<file path="config.mk">
export PLATFORM = sky130hd
export DESIGN_NAME = mes_mtx_multi
export DESIGN_NICKNAME = d
export VERILOG_FILES = /design/src/rtl/mes_mtx_multi_pkg.sv /design/src/rtl/mes_mtx_multi_sync_edge_det.sv /design/src/rtl/mes_mtx_multi.sv
export SDC_FILE = /design/constraint.sdc
export NUM_CORES = 1
export LEC_CHECK = 0
export CELL_PAD_IN_SITES_DETAIL_PLACEMENT = 0
export CELL_PAD_IN_SITES_GLOBAL_PLACEMENT = 1
export CORE_MARGIN = 2
export CORE_UTILIZATION = 44
export DETAILED_ROUTE_END_ITERATION = 7
export PLACE_DENSITY_LB_ADDON = 0.12
export SLEW_MARGIN = 10
export SYNTH_ARGS = -nofsm -noshare
export SYNTH_HDL_FRONTEND = slang
export SYNTH_HIERARCHICAL = 1
export SYNTH_SLANG_ARGS = --single-unit
</file>
<file path="constraint.sdc">
create_clock -name clk -period 5.8 [get_ports clk]
set_clock_uncertainty 0.05 [all_clocks]
set_input_delay 1.16 -clock clk [delete_from_list [all_inputs] [get_ports clk]]
set_output_delay 1.16 -clock clk [all_outputs]
set_load 0.005 [all_outputs]
</file>
<file path="src/rtl/mes_mtx_multi_pkg.sv">
// Shared types for the multi-channel time-interval meter: FSM states, mode codes
// and the mode decoder that folds the spare code onto period measurement.
package mes_mtx_multi_pkg;

  typedef enum logic [1:0] {
    ST_IDLE = 2'd0,
    ST_ARM  = 2'd1,
    ST_MEAS = 2'd2
  } state_e;

  localparam logic [1:0] MODE_PER = 2'b00;
  localparam logic [1:0] MODE_FRQ = 2'b01;
  localparam logic [1:0] MODE_WID = 2'b10;

  typedef enum logic [1:0] {
    KIND_PER = 2'd0,
    KIND_FRQ = 2'd1,
    KIND_WID = 2'd2
  } kind_e;

  // Code 11 is not a separate measurement; it behaves exactly like period.
  function automatic kind_e decode_mode(input logic [1:0] mode);
    case (mode)
      MODE_FRQ: return KIND_FRQ;
      MODE_WID: return KIND_WID;
      default:  return KIND_PER;
    endcase
  endfunction

endpackage

</file>
<file path="src/rtl/mes_mtx_multi_sync_edge_det.sv">
// Two-flop synchroniser for one asynchronous input, plus rise/fall pulses taken
// from the synchronised level against its one-cycle-delayed copy.
module mes_mtx_multi_sync_edge_det (
  input  logic clk,
  input  logic rst,
  input  logic din,
  output logic level,
  output logic rise,
  output logic fall
);

  logic s1_q, s1_d;
  logic s2_q, s2_d;
  logic s3_q, s3_d;

  always_comb begin
    s1_d = din;
    s2_d = s1_q;
    s3_d = s2_q;
  end

  always_ff @(posedge clk) begin
    if (rst) begin
      s1_q <= 1'b0;
      s2_q <= 1'b0;
      s3_q <= 1'b0;
    end else begin
      s1_q <= s1_d;
      s2_q <= s2_d;
      s3_q <= s3_d;
    end
  end

  assign level = s2_q;
  assign rise  = s2_q & ~s3_q;
  assign fall  = ~s2_q & s3_q;

endmodule

</file>
<file path="src/rtl/mes_mtx_multi.sv">
// Multi-channel time-interval meter: period, frequency or high-pulse width of the
// selected asynchronous input, counted in ce ticks and published with valid/ovf.
module mes_mtx_multi
  import mes_mtx_multi_pkg::*;
#(
  parameter int NCH        = 4,
  parameter int W          = 16,
  parameter int GATE_TICKS = 10000
) (
  input  logic                     clk,
  input  logic                     rst,
  input  logic                     ce,
  input  logic [NCH-1:0]           mtx,
  input  logic [$clog2(NCH)-1:0]   sel,
  input  logic [1:0]               mode,
  input  logic                     hold,
  output logic [W-1:0]             result,
  output logic                     valid,
  output logic                     ovf,
  output logic                     front,
  output logic                     busy
);

  localparam int             SW       = $clog2(NCH);
  localparam int             GW       = $clog2(GATE_TICKS + 1);
  localparam logic [W-1:0]   CNT_MAX  = '1;
  localparam logic [GW-1:0]  GATE_END = GW'(GATE_TICKS);

  logic [NCH-1:0] lvl_v, rise_v, fall_v;

  for (genvar g = 0; g < NCH; g++) begin : g_det
    mes_mtx_multi_sync_edge_det u_det (
      .clk   (clk),
      .rst   (rst),
      .din   (mtx[g]),
      .level (lvl_v[g]),
      .rise  (rise_v[g]),
      .fall  (fall_v[g])
    );
  end

  logic lvl_sel, rise_sel, fall_sel;
  assign lvl_sel  = lvl_v[sel];
  assign rise_sel = rise_v[sel];
  assign fall_sel = fall_v[sel];

  state_e          state_q, state_d;
  logic [W-1:0]    cnt_q, cnt_d;
  logic [W-1:0]    ecnt_q, ecnt_d;
  logic [GW-1:0]   gate_q, gate_d;
  logic [W-1:0]    result_q, result_d;
  logic            valid_q, valid_d;
  logic            ovf_q, ovf_d;
  logic            front_q, front_d;
  logic [SW-1:0]   sel_prev_q, sel_prev_d;
  logic [1:0]      mode_prev_q, mode_prev_d;

  kind_e           kind;
  logic            chg;
  logic            cnt_add;
  logic            close_evt;
  logic [W:0]      cnt_inc;
  logic [W:0]      ecnt_inc;
  logic [W-1:0]    ecnt_sat;
  logic [GW-1:0]   gate_inc;
  logic            cnt_top;
  logic            gate_end;
  logic            pub;
  logic [W-1:0]    pub_val;
  logic            pub_ovf;

  assign kind = decode_mode(mode);
  assign chg  = (sel != sel_prev_q) || (mode != mode_prev_q);

  // Width counts only high time; the fall cycle itself closes the interval,
  // so its tick belongs to the pulse just like the closing tick of a period.
  assign cnt_add   = (kind == KIND_WID) ? (ce & (lvl_sel | fall_sel)) : ce;
  assign close_evt = (kind == KIND_WID) ? fall_sel : rise_sel;

  assign cnt_inc  = {1'b0, cnt_q} + (W+1)'(cnt_add);
  assign cnt_top  = (cnt_inc >= {1'b0, CNT_MAX});
  assign ecnt_inc = {1'b0, ecnt_q} + (W+1)'(rise_sel);
  assign ecnt_sat = ecnt_inc[W] ? CNT_MAX : ecnt_inc[W-1:0];
  assign gate_inc = gate_q + GW'(ce);
  assign gate_end = ce && (gate_inc == GATE_END);

  always_ff @(posedge clk) begin
    if (rst) begin
      state_q <= ST_IDLE;
    end else begin
      state_q <= state_d;
    end
  end

  always_comb begin
    state_d = state_q;
    case (state_q)
      ST_IDLE: state_d = ST_ARM;
      ST_ARM: begin
        if ((kind == KIND_FRQ) || rise_sel) state_d = ST_MEAS;
      end
      ST_MEAS: begin
        if ((kind != KIND_FRQ) && (cnt_top || (close_evt && (kind == KIND_WID))))
          state_d = ST_ARM;
      end
      default: state_d = ST_IDLE;
    endcase
    if (chg) state_d = ST_ARM;
  end

  // Counters run only in MEAS; everywhere else they sit at zero so a new
  // measurement always starts clean.
  always_comb begin
    cnt_d   = cnt_q;
    ecnt_d  = ecnt_q;
    gate_d  = gate_q;
    pub     = 1'b0;
    pub_val = '0;
    pub_ovf = 1'b0;
    if (state_q == ST_MEAS) begin
      if (kind == KIND_FRQ) begin
        gate_d = gate_inc;
        ecnt_d = ecnt_sat;
        if (gate_end) begin
          pub     = 1'b1;
          pub_val = ecnt_sat;
          pub_ovf = (ecnt_inc >= {1'b0, CNT_MAX});
          gate_d  = '0;
          ecnt_d  = '0;
        end
      end else begin
        cnt_d = cnt_inc[W-1:0];
        if (cnt_top) begin
          pub     = 1'b1;
          pub_val = CNT_MAX;
          pub_ovf = 1'b1;
          cnt_d   = '0;
        end else if (close_evt) begin
          pub     = 1'b1;
          pub_val = cnt_inc[W-1:0];
          cnt_d   = '0;
        end
      end
    end else begin
      cnt_d  = '0;
      ecnt_d = '0;
      gate_d = '0;
    end
    if (chg) begin
      pub    = 1'b0;
      cnt_d  = '0;
      ecnt_d = '0;
      gate_d = '0;
    end
  end

  always_comb begin
    valid_d     = pub & ~hold;
    result_d    = valid_d ? pub_val : result_q;
    ovf_d       = valid_d ? pub_ovf : ovf_q;
    front_d     = rise_sel;
    sel_prev_d  = sel;
    mode_prev_d = mode;
  end

  always_ff @(posedge clk) begin
    if (rst) begin
      cnt_q       <= '0;
      ecnt_q      <= '0;
      gate_q      <= '0;
      result_q    <= '0;
      valid_q     <= 1'b0;
      ovf_q       <= 1'b0;
      front_q     <= 1'b0;
      sel_prev_q  <= '0;
      mode_prev_q <= '0;
    end else begin
      cnt_q       <= cnt_d;
      ecnt_q      <= ecnt_d;
      gate_q      <= gate_d;
      result_q    <= result_d;
      valid_q     <= valid_d;
      ovf_q       <= ovf_d;
      front_q     <= front_d;
      sel_prev_q  <= sel_prev_d;
      mode_prev_q <= mode_prev_d;
    end
  end

  assign result = result_q;
  assign valid  = valid_q;
  assign ovf    = ovf_q;
  assign front  = front_q;
  assign busy   = (state_q == ST_ARM) || (state_q == ST_MEAS);

endmodule

</file>
==> results of run 1 <==
==> power by group <==
part / internal [mW] / total (mW) / switching [mW]
registers: 0.575 / 0.578 / 0.00276
logic: 0.0301 / 0.0752 / 0.0451
clock network: 0.168 / 0.386 / 0.217
total: 0.773 / 1.04 / 0.265
==> through the flow <==
step	setup slack (ns)	hold WS [ns]	cells	instance area (µm²)	utilization, %
global route	0.360	0.415	728	5230	51.1
detailed placement	0.201	0.379	712	5050	49.4
global placement	0.267	0.366	712	5050	49.4
finish	0.576	0.394	728	5230	51.1
floorplan	0.794	0.364	566	4600	-
CTS	0.561	0.401	728	5230	51.1
==> worst register-to-register path, cell delays in order (launching register included) <==
cell and delay [ns]:
sky130_fd_sc_hd__dfxtp_1 0.31, sky130_fd_sc_hd__nor2b_1 0.12, sky130_fd_sc_hd__mux4_2 0.50, sky130_fd_sc_hd__o31a_1 0.33
sky130_fd_sc_hd__ha_1 0.21, sky130_fd_sc_hd__ha_1 0.19, sky130_fd_sc_hd__and4_1 0.24, sky130_fd_sc_hd__and2_1 0.21
sky130_fd_sc_hd__xor2_1 0.19, sky130_fd_sc_hd__nand3_1 0.11, sky130_fd_sc_hd__or4_1 0.70, sky130_fd_sc_hd__a311oi_4 0.32
sky130_fd_sc_hd__buf_4 0.25, sky130_fd_sc_hd__o2111ai_1 0.17, sky130_fd_sc_hd__a21oi_1 0.18
==> how the worst min path moves through the flow <==
stage | slack (ns) | start | cells after the start | end
after detailed placement | 0.38 | g_det[3].u_det/s1_q | 1 | g_det[3].u_det/level
after global placement | 0.37 | g_det[1].u_det/s1_q | 1 | g_det[1].u_det/level
after CTS | 0.40 | g_det[3].u_det/s1_q | 1 | g_det[3].u_det/level
after global routing | 0.42 | g_det[2].u_det/s1_q | 1 | g_det[2].u_det/level
after floorplan | 0.36 | g_det[0].u_det/s1_q | 1 | g_det[0].u_det/level
final | 0.39 | g_det[3].u_det/s1_q | 1 | g_det[3].u_det/level
==> cell usage after synthesis, types with 10 or more instances <==
cell type	count	area share (%)
sky130_fd_sc_hd__and3_1	11	1.5
sky130_fd_sc_hd__nor2_1	51	4.2
sky130_fd_sc_hd__xor2_1	11	2.1
sky130_fd_sc_hd__xnor2_1	27	5.1
sky130_fd_sc_hd__dfxtp_1	83	36
sky130_fd_sc_hd__clkbuf_1	29	2.4
sky130_fd_sc_hd__nand3_1	18	2.0
sky130_fd_sc_hd__o21ai_0	23	2.5
sky130_fd_sc_hd__nor3_1	19	2.1
sky130_fd_sc_hd__ha_1	10	2.7
sky130_fd_sc_hd__nand2_1	70	5.7
sky130_fd_sc_hd__nor2b_1	28	3.8
sky130_fd_sc_hd__a21oi_1	45	4.9
==> cells in the final DEF, fill, tap and decap left out, types with 7 or more instances in the layout <==
| master | instances |
|---|---|
| sky130_fd_sc_hd__nand4_1 | 9 |
| sky130_fd_sc_hd__clkdlybuf4s50_1 | 31 |
| sky130_fd_sc_hd__buf_4 | 14 |
| sky130_fd_sc_hd__nor3_1 | 19 |
| sky130_fd_sc_hd__inv_1 | 9 |
| sky130_fd_sc_hd__nor4_1 | 7 |
| sky130_fd_sc_hd__nor2_1 | 51 |
| sky130_fd_sc_hd__and2_1 | 7 |
| sky130_fd_sc_hd__nand2_1 | 70 |
| sky130_fd_sc_hd__xnor2_1 | 27 |
| sky130_fd_sc_hd__dfxtp_1 | 83 |
| sky130_fd_sc_hd__ha_1 | 10 |
| sky130_fd_sc_hd__o21ai_0 | 23 |
| sky130_fd_sc_hd__clkbuf_8 | 10 |
| sky130_fd_sc_hd__xor2_1 | 11 |
| sky130_fd_sc_hd__a21oi_1 | 45 |
| sky130_fd_sc_hd__and3_1 | 11 |
| sky130_fd_sc_hd__o221ai_1 | 7 |
| sky130_fd_sc_hd__nor2b_1 | 27 |
| sky130_fd_sc_hd__nand3_1 | 18 |
| sky130_fd_sc_hd__a311oi_1 | 7 |
==> cell families (layout without fill, tap and decap cells) <==
logic type / after synthesis / in the layout
buffers and inverters: 44 / 70
AO/OA/AOI/OAI: 139 / 139
flip-flops: 83 / 83
multiplexers: 5 / 5
adder cells (fa/ha/maj): 10 / 10
AND/OR/NAND/NOR: 247 / 247
XOR/XNOR: 38 / 38
==> final cells by class <==
cell class,count,area (µm²),share of cell area [%]
Timing Repair Buffer,45,415,7.94
Clock buffer,11,141,2.70
Clock inverter,5,36.3,0.694
Inverter,9,33.8,0.646
Tap cell,136,170,3.25
Sequential cell,83,1660,31.8
Multi-Input combinational cell,439,2770,53.0
==> per-layer routing <==
metal | vias to the layer above | global-route usage [%] | routed length, µm
met2 | 118 | 34.8 | 5380
li1 | 2088 | - | -
met5 | - | 0 | 0
met4 | 0 | 8.83 | 248
met1 | 1953 | 30.8 | 5770
met3 | 21 | 2.88 | 476
==> registers in the layout, summed over array words and instances (netlist names), 4 cells and up <==
name / cells
cnt_q: 16
result: 16
g_det.u_det/s1_q: 4
g_det.u_det/s3_q: 4
ecnt_q: 16
g_det.u_det/level: 4
gate_q: 14
==> results, run 1 <==
- The run finished with clean final reports.
- Summing the areas of all compound-gate instances in the mapped netlist gives roughly a fifth of the synthesized area.
- The first global-routing pass estimated a little under 20000 µm of wire.
- In this run the remaining antenna-violating nets after routing total 0.
- The leakage component of the power is between 1.5 and 2 nW.
- The post-synthesis sequential area ratio is a little over a third.
- The final-report max-slew violation count came to 0.
- For this run, the number of Yosys warnings is 6.
- The arrival time of data at the critical path endpoint is approximately 5.5 ns.
- After synthesis, the share of cell area in mux cells is between 1.5 and 2%.
- The via count of the first global-routing pass is ~3900.
- Summing the areas of all fa, ha and maj instances in the mapped netlist gives under 10% of the synthesized area.
- The core area is between 0.01 and 0.015 mm².
- The total number of H-tree levels is 3.
- The primary flip-flop cell chosen by synthesis mapping is sky130_fd_sc_hd__dfxtp_1.
- From left edge to right edge, the die measures between 100 and 150 µm.
- Cells with a size suffix above 1 make up between 8 and 9% of the layout.
- The required time at the endpoint of the critical path is ~6 ns.
- For the pin with the worst max-slew slack, the measured transition is approximately 1.1 ns.
- Together, buffers and inverters on the worst path number 2.
- Static timing analysis puts the maximum clock frequency at approximately 0.19 GHz.
- After detailed routing, the average wire length per cell comes to ~16 µm.
- The starting utilization of the core area is 44.9%.
- After routing, the total negative slack on setup checks comes to 0 ns.
- The depth of the most critical reg-to-reg path is 14.
- In the routed layout, each cell is associated on average with a via count of ~5.7.
- The number of antenna violations at the first check in global routing is 0.
- Counting buffers and inverters, the worst setup path is 14 cells deep.
- Walking the worst path, the cells encountered are clkdlybuf4s50_1 -> mux4_2 -> o31a_1 -> ha_1 -> ha_1 -> and4_1 -> and2_1 -> xor2_1 -> nand3_1 -> or4_1 -> a311oi_4 -> buf_4 -> o2111ai_1 -> a21oi_1.
- Summed over all layers, the routed wires come to between 10000 and 15000 µm.
- The antenna diode count is 0.
- Yosys mapped the design onto 65 distinct sky130hd cell types.
- The clock root buffer is sky130_fd_sc_hd__clkbuf_8.
- The worst pin sits at a relative slew slack of slightly below 30%.
- The synthesis-to-finish area growth is 13.8%.
- After detailed routing, the number of remaining DRC violations is 0.
- The share of the clock period used by the worst path is ~90%.
- The path type of the worst min-delay path is register to register.
- In this run the worst path has a maximum fanout of 16.
- The dominant combinational cell family by area after synthesis is simple AND/OR/NAND/NOR gates.
- The average instance in the mapped netlist occupies between 8 and 9 µm².
- For this run, the post-layout net count is a little over 600.
- CTS saw just over 80 sinks.
- In the synthesized netlist the async set-or-reset flop fraction comes to 0%.
- In this run the worst setup path begins at sel[0].
- In this run, the number of DRC markers left after iteration 0 of detailed routing was around 280.
- In this run the critical register-to-register path is launched from g_det[3].u_det/s3_q.
- After synthesis the cells add up to between 0.004 and 0.005 mm².
- The total via count after detailed routing is approximately 4200.
- The number of max-capacitance violations reported is 0.
- The final-report setup violation count is 0.
- The number of gates resized after CTS was 0.
- The insertion delay to the later sink of the worst-skew pair is 0.36 ns.
- The number of buffers added on ports is 31.
- After clock tree synthesis, the clock-pin slew on the worst setup and hold paths is approximately 0.080 ns.
- Counting the fill cells in the layout gives ~1000.
- The height of the die is about 110 µm.
- The pre-antenna-repair detailed-routing pass consisted of 7 iterations.
- The global placer's final weighted congestion is slightly above 0.9.
- The total overflow left after global routing is 0.
- The synthesized design contains just over 80 register bits.
- The full die area is ~0.011 mm².
- The design draws ~1.0 mW.
- Setup repair after global routing left no endpoint under its margin.
- The number of hold violations in the final report is 0.
- TritonCTS built the clock tree.
- Across every metal layer, demand over resource in global routing totals between 20% and 30%.
- The largest voltage drop on the vdd net is approximately 100 µV.
- Dividing total power by cell area gives a power density of between 150 and 200 mW/mm².
- The delay of the slowest cell on the worst path is 0.70 ns.
- The post-synthesis simple-gate area fraction is roughly 27%.
- STA classifies the critical path endpoint as a register.
- For this design, the CTS-stage hold fixing added 0 buffers.
- By instance count, the cell type seen most on the critical path is sky130_fd_sc_hd__ha_1.
- The floorplan has 37 rows.
- The synthesized netlist net count is a little under 600.
- After legalization and detailed placement, the total HPWL measured around 8400 µm.
- The type of element launching the critical path is a primary input.
- The register-to-register setup slack is ~1.7 ns.
- The cell count after synthesis came out at 566.
- The capture point of the critical path is result[13].
- The kind of cell with the highest combined delay along the critical path is simple AND/OR/NAND/NOR gates.
- The worst register-to-register path ends at result[13].
- Yosys mapped a number of flops with a built-in enable equal to 0.
- The largest net degree at the start of global routing is 38.
- The post-CTS setup buffer count is 0.
- In this run the count of I/O pins placed on the die edge is 32.
- The cell with the largest stage delay on the worst path is sky130_fd_sc_hd__or4_1.
- In this run the deepest clock path goes through 2 buffers.
- The minimum clock period after layout is approximately 5.2 ns.
- The number of buffers created by CTS is 9.
- The type of the setup path with the least slack is primary input to register.
- The xor and xnor fraction of the mapped netlist area is 7.24%.
No activity file was read; power rests on OpenSTA's default activity.
==> run 2, diff against run 1 <==
--- a/config.mk
+++ b/config.mk
@@ -8,11 +8,10 @@
 export CELL_PAD_IN_SITES_DETAIL_PLACEMENT = 0
 export CELL_PAD_IN_SITES_GLOBAL_PLACEMENT = 1
 export CORE_MARGIN = 2
-export CORE_UTILIZATION = 44
+export CORE_UTILIZATION = 45
 export DETAILED_ROUTE_END_ITERATION = 7
 export PLACE_DENSITY_LB_ADDON = 0.12
 export SLEW_MARGIN = 10
 export SYNTH_ARGS = -nofsm -noshare
 export SYNTH_HDL_FRONTEND = slang
-export SYNTH_HIERARCHICAL = 1
 export SYNTH_SLANG_ARGS = --single-unit
==> results, run 2 <==
- The run finished with clean final reports.
- The most frequent cell after synthesis is sky130_fd_sc_hd__dfxtp_1.
- The largest area contributor in the synthesized netlist is sky130_fd_sc_hd__dfxtp_1.
- The count of antenna-violating nets left after detailed routing is 0.
- The startpoint identified for the worst hold timing path is g_det[1].u_det.s1_q.
- The capturing element type of the critical path is a register.
- Net switching is 25.2% of the power.
- The largest voltage drop on the vdd net is roughly 120 µV.
- The number of antenna diodes in the final layout is 0.
- The final setup TNS is 0 ns.
- 32 I/O pins were placed.
- The number of buffers added on ports is 31.
- At the end of routability-driven placement, the weighted congestion stood at slightly below 1.
- Final hold analysis gives a worst-case slack of approximately 0.40 ns.
- The met2 layer usage reported by global route is between 30% and 40%.
- The share of flip-flops with an asynchronous set or reset is 0%.
- Setup repair after global routing left no endpoint under its margin.
- The number of buffers created by CTS is 9.
- The post-CTS setup buffer count is 0.
- The core area is about 0.010 mm².
- By area the synthesized netlist is led by sky130_fd_sc_hd__dfxtp_1, sky130_fd_sc_hd__a21oi_1, sky130_fd_sc_hd__nand2_1, sky130_fd_sc_hd__xnor2_1, sky130_fd_sc_hd__nor2b_1.
- The wire length per cell is ~17 µm.
- The largest net degree at the start of global routing is 42.
- Dividing the final minimum period by the clock period gives 86.7%.
- Setup slack closes at 0.773 ns.
- The layout has roughly 990 filler cells.
- The number of antenna violations at the first check in global routing is 0.
- Overall power consumption after layout is estimated at approximately 1.1 mW.
- The die is around 110 µm tall.
- The full die area is ~0.011 mm².
- The primary flip-flop cell chosen by synthesis mapping is sky130_fd_sc_hd__dfxtp_1.
- The minimum clock period after layout is about 5.0 ns.
- The reg-to-reg startpoint is g_det[3].u_det.s3_q.
- At the worst endpoint, the required time is ~6.0 ns.
- Counting flops with a built-in enable in the synthesized netlist gives 0.
- The H-tree was split into 3 levels.
- The first routing iteration left about 220 violations.
- In the final layout, the share of cells above drive strength 1 is roughly 7.7%.
- The clock-pin transition on the worst setup and hold timing paths is about 0.090 ns.
- The Yosys step of the flow raised 0 warnings.
- Cells fill about half of the core in the end.
- The met3 usage in global routing is a little under 3%.
- The routing usage on met1 is a little under a third.
- The net switching power is about 0.27 mW.
- The clock tree buffer depth is 2.
- Internal power comes to between 0.8 and 0.9 mW.
- The number of cells produced by synthesis is between 500 and 600.
- The share of power burned in combinational logic is approximately 7.5%.
- Of the synthesized area, sequential elements account for approximately 36%.
- The post-synthesis average cell area is between 8 and 9 µm².
- The synthesized netlist net count is 572.
- The path type of the worst min-delay path is register to register.
- Before antenna repair, the detailed router went through 5 iterations.
- For the worst setup path, the data arrival time is between 5 and 6 ns.
- The final-stage net count is a little under 600.
- In the layout the commonest cells are sky130_fd_sc_hd__dfxtp_1, sky130_fd_sc_hd__nand2_1, sky130_fd_sc_hd__a21oi_1.
- The clock net in this run drives a total of 83 sinks.
- The headroom to the max-slew limit is between 20% and 30%.
- The first-pass GRT wire length is ~19000 µm.
- The setup path with the least slack is of type primary input to register.
- The number of hold violations in the final report was 0.
- The part of the power in the clock network is 38.9%.
- The number of max-capacitance violations reported is 0.
- The most common cell after layout, fill and taps aside is sky130_fd_sc_hd__dfxtp_1.
- STA classifies the critical path startpoint as a primary input.
- Sequential cells burn 53.6% of the power.
- TritonCTS built the clock tree.
- The final-report max-slew violation count is 0.
- The via count of the first global-routing pass is 3711.
- After clock tree synthesis, the repair step resized 0 gates.
- The leakage component of the power is approximately 1.7 nW.
- The hold buffer count at CTS is 0.
- The insertion delay to the later sink of the worst-skew pair is roughly 0.36 ns.
- The total of flip-flops plus latches after synthesis is 83.
- The area growth from synthesis to layout is 11.2%.
- Counting instances in the post-synthesis netlist gives the leading cell types as sky130_fd_sc_hd__dfxtp_1, sky130_fd_sc_hd__nand2_1, sky130_fd_sc_hd__a21oi_1.
- The number of cell rows is 37.
- The tree is rooted in a sky130_fd_sc_hd__clkbuf_8.
- Power spread over the standard cell area amounts to approximately 210 mW/mm².
- Detailed placement ended at an HPWL of approximately 8500 µm.
- The mapped netlist covers ~0.0046 mm².
- Setup violations remaining at the end of the flow were counted as 0.
- The final layout contains routed wiring with a total length of approximately 12000 µm.
- The register-to-register setup slack is roughly 1.8 ns.
- The global-route total usage across every layer is between 20 and 25%.
- The die outline width is 106 µm.
- The transition time of the tightest slew-check pin is approximately 1.1 ns.
- The top fanout value on the critical path is 15.
- The critical path startpoint is sel[0].
- The initial utilization of the core area, before any placement, comes to 45.5%.
- Based on the critical path, the design can be clocked at up to around 0.20 GHz.
- The remaining global-route overflow is 0.
- The count of unique library cells instantiated by Yosys is 67.
- The post-route DRC violation count is 0.
- The layer carrying the most global-route usage is met2.
- Of the post-synthesis cell area, the dominant cell type holds around 36%.
- The detailed-route vias per instance is a little under 6.
- The worst-case setup slack after placement is between 0.4 and 0.5 ns.
- For this block, the via count after detailed routing is roughly 4000.
==> run 2: changes by cell type after synthesis, sizes merged, moves of 6 or more <==
cell	previous run	this run
nand2b	3	13
buf	6	18
nand4	9	18
xnor2	27	19
nor2	51	35
o221ai	8	0
a22o	0	14
a22oi	1	13
a311oi	8	15
nor3	19	13
nand2	71	56
==> run 2: cells by family (layout without fill, tap and decap cells) <==
group,count (synthesis),after routing,synth area share [%]
AND/OR/NAND/NOR,219,219,25.8
AO/OA/AOI/OAI,145,145,21.8
flip-flops,83,83,35.8
buffers and inverters,52,63,5.18
XOR/XNOR,35,35,6.61
adder cells (fa/ha/maj),10,10,2.70
multiplexers,6,6,2.10
==> run 2: power by group through the flow <==
stage / Clock, mW / Combinational, mW / Sequential (mW)
after floorplan: 0 / 0.0550 / 0.590
after global placement: 0 / 0.0804 / 0.591
after detailed placement: 0 / 0.0808 / 0.591
after CTS: 0.431 / 0.0813 / 0.578
after global routing: 0.455 / 0.0891 / 0.579
final: 0.419 / 0.0812 / 0.578
==> run 2: worst paths after layout <==
kind	cells after the start	end
min	1	g_det[1].u_det.level
min reg2reg	1	g_det[1].u_det.level
max	12	result[5]
max reg2reg	12	result[5]
==> run 2: critical path, stage by stage <==
cell and delay, ns:
sky130_fd_sc_hd__clkdlybuf4s50_1 0.63, sky130_fd_sc_hd__mux4_2 0.58, sky130_fd_sc_hd__o31a_1 0.32, sky130_fd_sc_hd__ha_1 0.21
sky130_fd_sc_hd__ha_1 0.26, sky130_fd_sc_hd__nand3_2 0.18, sky130_fd_sc_hd__nor4_1 0.09, sky130_fd_sc_hd__xor2_1 0.17
sky130_fd_sc_hd__and3b_2 0.29, sky130_fd_sc_hd__a21boi_1 0.77, sky130_fd_sc_hd__o21ai_0 0.25, sky130_fd_sc_hd__a32o_1 0.32
==> run 2: per-layer routing <==
| layer | part of all wire (%) | up-vias |
|---|---|---|
| met1 | 49 | 1877 |
| met3 | 4.1 | 19 |
| met4 | 2.3 | 0 |
| met5 | 0 | - |
| met2 | 45 | 103 |
| li1 | - | 2020 |
==> run 2: cell type report <==
cell class | instances | area, µm² | share of cell area (%)
timing repair buffer | 37 | 355 | 6.89
clock buffer | 10 | 128 | 2.48
inverter | 10 | 37.5 | 0.728
multi-input combinational | 415 | 2740 | 53.1
sequential | 83 | 1660 | 32.2
tap | 136 | 170 | 3.30
clock inverter | 6 | 65.1 | 1.26
==> run 2: stage by stage <==
stage                     cell area (µm²)  instances
after floorplan                      4640        550
after global placement               4960        681
after detailed placement             4960        681
after CTS                            5160        697
after global routing                 5160        697
final                                5160        697
==> run 3, diff against run 2 <==
--- a/config.mk
+++ b/config.mk
@@ -11,6 +11,7 @@
 export CORE_UTILIZATION = 45
 export DETAILED_ROUTE_END_ITERATION = 7
 export PLACE_DENSITY_LB_ADDON = 0.12
+export SETUP_SLACK_MARGIN = 0.02
 export SLEW_MARGIN = 10
 export SYNTH_ARGS = -nofsm -noshare
 export SYNTH_HDL_FRONTEND = slang
==> results of run 3 <==
Final layout, timing and power as in run 2 (identical DEF).
==> RTL edit 1: new RTL, settings of run 2 <==
The parameter `NCH` goes from 4 to 8.
--- a/src/rtl/mes_mtx_multi.sv
+++ b/src/rtl/mes_mtx_multi.sv
@@ -4,5 +4,5 @@
   import mes_mtx_multi_pkg::*;
 #(
-  parameter int NCH        = 4,
+  parameter int NCH        = 8,
   parameter int W          = 16,
   parameter int GATE_TICKS = 10000
Ports: changed (resized mtx and sel); port bits go from 32 to 37. The function was not compared with the original's and may differ.
==> RTL edit 1 against run 2 <==
Sequential power is 16% higher; global-route usage is 0.37 points lower; register-to-register slack worse by 0.03 ns; design area is 16% higher; synthesized area is 13% higher; worst setup slack worse by 0.065 ns; maximum frequency is 1.3% lower; sequential share of layout area is 0.098 points lower; power is 28% higher; routed wire length is 12% higher; sequential cell count is 13 higher; critical path depth is 2 higher.
==> RTL edit 1: results <==
group,metric,value,unit
detailed_routing,avgRoutedWirePerCell,17.1,um
power,p_leak,1.94,nW
final_layout,nFlopsAndLatches,96,
detailed_routing,vias,4476,
power,p_switching,0.323,mW
final_layout,clockBufferCount,11,
critical_path,worstPathMaxFanout,14,
detailed_routing,firstDrtPassIters,5,
placement,hpwl,9.26,mm
final_layout,bufAreaShareNonClock,0.0766,
global_route,antenna_found_initial,0,
critical_path,critical_path.max_stage_delay,0.64,ns
critical_path,critPathTopFamily,"compound AO/OA/AOI/OAI gates",
final_layout,multiInputGateArea,3070,um2
synthesis,synthArstFlopShare,0,
final_layout,n_antenna_cell,0,
clock_network,cts_made_buffers,9,
synthesis,ys_seq_area_frac,0.368,
synthesis,netlist_top_cells_count,"dfxtp_1, nand2_1, nor2_1, nor2b_1, a21oi_1",
outcome,status,"finished, final reports clean",
placement,dp_cells,752,
final_layout,drive_above_1_share,0.0928,
power,ir_worst_vdd,0.191,mV
critical_path,cp.arrival,5.31,ns
final_layout,nets,647,
synthesis,syn_avg_cell_area,8.75,um2
final_layout,seq_share,0.321,
clock_network,root_buffer,"clkbuf_16",
synthesis,synth_mux_area_frac,0.0589,
power,clkPwrFrac,0.452,
synthesis,synth_adder_area_share,0.0240,
global_route,grt_max_degree,37,
detailed_routing,viasPerCell,5.83,
final_layout,clock_area_frac,0.0512,
global_route,first_global_vias,4269,
clock_network,clk_pin_slew_worst_paths,0.07,ns
synthesis,synth_warnings,0,
final_layout,inverters,13,
final_layout,nNonClkBuffers,49,
synthesis,syn_nets,624,
detailed_routing,drt-initial-drc-count,294,
global_route,grt_first_pass_wirelength,21.6,mm
synthesis,synth_compound_area_frac,0.175,
synthesis,synth_cell_type_count,70,
floorplan,std_cell_rows,39,
synthesis,synth.area.top_cells,"dfxtp_1, nor2b_1, nand2_1",
final_layout,nFillCells,1089,
global_route,track_usage,0.216,
synthesis,synth_xor_xnor_area_share,0.0685,
synthesis,dominantRegCellSynth,"dfxtp_1",
critical_path,slowest_stage,"clkdlybuf4s50_1",
timing,maxSlewHeadroom,0.450,
clock_network,cts_setup_buffers,0,
placement,portBuffers,36,
clock_network,cts_buffer_depth,2,
placement,gp_congestion,0.839,
power,power_frac_comb,0.059,
final_layout,nMultiInputCombCells,451,
clock_network,ctsResizeCount,0,
placement,placed_area,5680,um2
## RTL edit 1: cell count changes after synthesis, moves of 7 or more
| cell | before | now |
|---|---|---|
| o221ai_1 | 0 | 8 |
| nor2b_1 | 25 | 41 |
| mux2i_1 | 3 | 18 |
| nor4_1 | 4 | 11 |
| a311oi_1 | 15 | 7 |
| a22o_1 | 14 | 0 |
| a22oi_1 | 13 | 4 |
| and3_1 | 6 | 16 |
| a32oi_1 | 0 | 7 |
| a31oi_1 | 3 | 15 |
| dfxtp_1 | 83 | 96 |
## RTL edit 1: metrics by stage
step / worst slack, ns / total power, mW / hold WS [ns] / util
final: 0.708 / 1.38 / 0.387 / 0.526
after global routing: 0.422 / 1.43 / 0.404 / 0.526
after CTS: 0.749 / 1.39 / 0.389 / 0.526
after detailed placement: 0.391 / 0.770 / 0.373 / 0.499
after global placement: 0.538 / 0.768 / 0.369 / 0.499
after floorplan: 1.13 / 0.738 / 0.364 / -
## RTL edit 1: per-layer routing
metal	share of wire	vias to the layer above	global-route usage
li1	-	2209	-
met1	0.47	2164	0.287
met2	0.48	91	0.350
met3	0.039	12	0.0446
met4	0.016	0	0.0749
met5	0	-	0
## RTL edit 1: path summary, 6_finish.rpt
kind | from | to | slack, ns | depth (start not counted)
worst min-delay path | g_det[2].u_det.s1_q$_SDFF_PP0_ | g_det[2].u_det.level$_SDFF_PP0_ | 0.39 | 1
worst max-delay path | sel[0] | result[2]$_SDFFE_PP0P_ | 0.71 | 14
worst max register to register | g_det[1].u_det.level$_SDFF_PP0_ | result[2]$_SDFFE_PP0P_ | 1.81 | 14
worst min register to register | g_det[2].u_det.s1_q$_SDFF_PP0_ | g_det[2].u_det.level$_SDFF_PP0_ | 0.39 | 1
==> RTL edit 2: new RTL, flow settings as in run 2 <==
Made on the original files. Encoding of `state_e`: now one-hot (3 bits for 3 states).
--- a/src/rtl/mes_mtx_multi_pkg.sv
+++ b/src/rtl/mes_mtx_multi_pkg.sv
@@ -3,8 +3,8 @@
 package mes_mtx_multi_pkg;
 
-  typedef enum logic [1:0] {
-    ST_IDLE = 2'd0,
-    ST_ARM  = 2'd1,
-    ST_MEAS = 2'd2
+  typedef enum logic [2:0] {
+    ST_IDLE = 3'b001,
+    ST_ARM  = 3'b010,
+    ST_MEAS = 3'b100
   } state_e;
 
Behaviour: same outputs for any inputs over 10 cycles, from zero or initial values and one cycle with rst high; not proved beyond that.
==> RTL edit 2 against run 2 <==
Final cell count grew 11%; hold slack lost 0.0051 ns; clock power increased by 12%; design area rose by 7.2%; synthesized area rose by 6.4%; worst setup slack worse by 0.082 ns; die area is 6.2% higher; power grew 5.1%; sequential cell count rose by 1; routed wire length is 23% higher.
==> RTL edit 2: results <==
group,metric,value,unit
global_route,first_global_vias,4357,
synthesis,synth.area.top_cells,"dfxtp_1, a21oi_1, nand2_1",
placement,pre_cts_ws,0.250,ns
synthesis,syn_nets,636,
detailed_routing,drt-initial-drc-count,354,
detailed_routing,met2_length,6.67,mm
power,p_comb,0.0762,mW
power,power_frac_comb,0.067,
detailed_routing,route.met3.wl,767,um
detailed_routing,viasPerCell,6.16,
critical_path,critical_path.max_stage_delay,0.64,ns
detailed_routing,routed_wl,14.5,mm
final_layout,final-instance-count-excl-fill,773,
critical_path,slowest_stage,"or4_4",
power,ir_worst_vdd,0.153,mV
global_route,grt_first_pass_wirelength,22.7,mm
outcome,status,"finished, final reports clean",
power,powerSeq,0.586,mW
critical_path,worstPathMaxFanout,12,
power,p_switching,0.310,mW
placement,gp_congestion,0.889,
placement,dp_cells,757,
final_layout,nFillCells,1070,
placement,placed_area,5320,um2
final_layout,finalInstanceArea,5530,um2
synthesis,syn_avg_cell_area,7.99,um2
global_route,track_usage,0.250,
critical_path,cp.arrival,5.37,ns
global_route,grt_max_degree,39,
## RTL edit 2: changes by cell type after synthesis, moves of 9 or more
cell	change
a311oi_1	-15
clkbuf_1	+9
nand3_1	+14
a22oi_1	-9
a22o_1	-11
or3_1	+10
a21oi_1	+13
nand3b_1	+9
## RTL edit 2: critical path: cells and delay by family
family / cells / cell delay (ns)
compound gates: 4 / 1.25
fa+ha+maj: 2 / 0.51
buf+inv: 1 / 0.61
mux: 1 / 0.55
simple gates: 4 / 1.30
## RTL edit 2: final timing paths
check | cells after the start | end | start | slack [ns]
worst max-delay path | 12 | result[13]$_SDFFE_PP0P_ | sel[0] | 0.69
worst min-delay path | 1 | g_det[3].u_det.level$_SDFF_PP0_ | g_det[3].u_det.s1_q$_SDFF_PP0_ | 0.40
worst max register to register | 12 | result[13]$_SDFFE_PP0P_ | g_det[0].u_det.s3_q$_SDFF_PP0_ | 1.70
worst min register to register | 1 | g_det[3].u_det.level$_SDFF_PP0_ | g_det[3].u_det.s1_q$_SDFF_PP0_ | 0.40
## RTL edit 2: cell type report
cell class	count	area share
well taps	140	0.0317
repair buffers	43	0.0724
clock buffers	9	0.0224
flip-flops and latches	84	0.304
clock inverters	7	0.0158
multi-input cells	476	0.544
inverters	14	0.00951
## RTL edit 2: logic make-up (layout without fill, tap and decap cells)
logic type | Yosys count | in the layout | share of synthesized area
flip-flops | 84 | 84 | 0.341
AO/OA/AOI/OAI | 155 | 155 | 0.204
buffers and inverters | 58 | 73 | 0.0507
AND/OR/NAND/NOR | 273 | 273 | 0.303
XOR/XNOR | 28 | 28 | 0.0497
multiplexers | 14 | 14 | 0.0362
adder cells (fa/ha/maj) | 6 | 6 | 0.0152
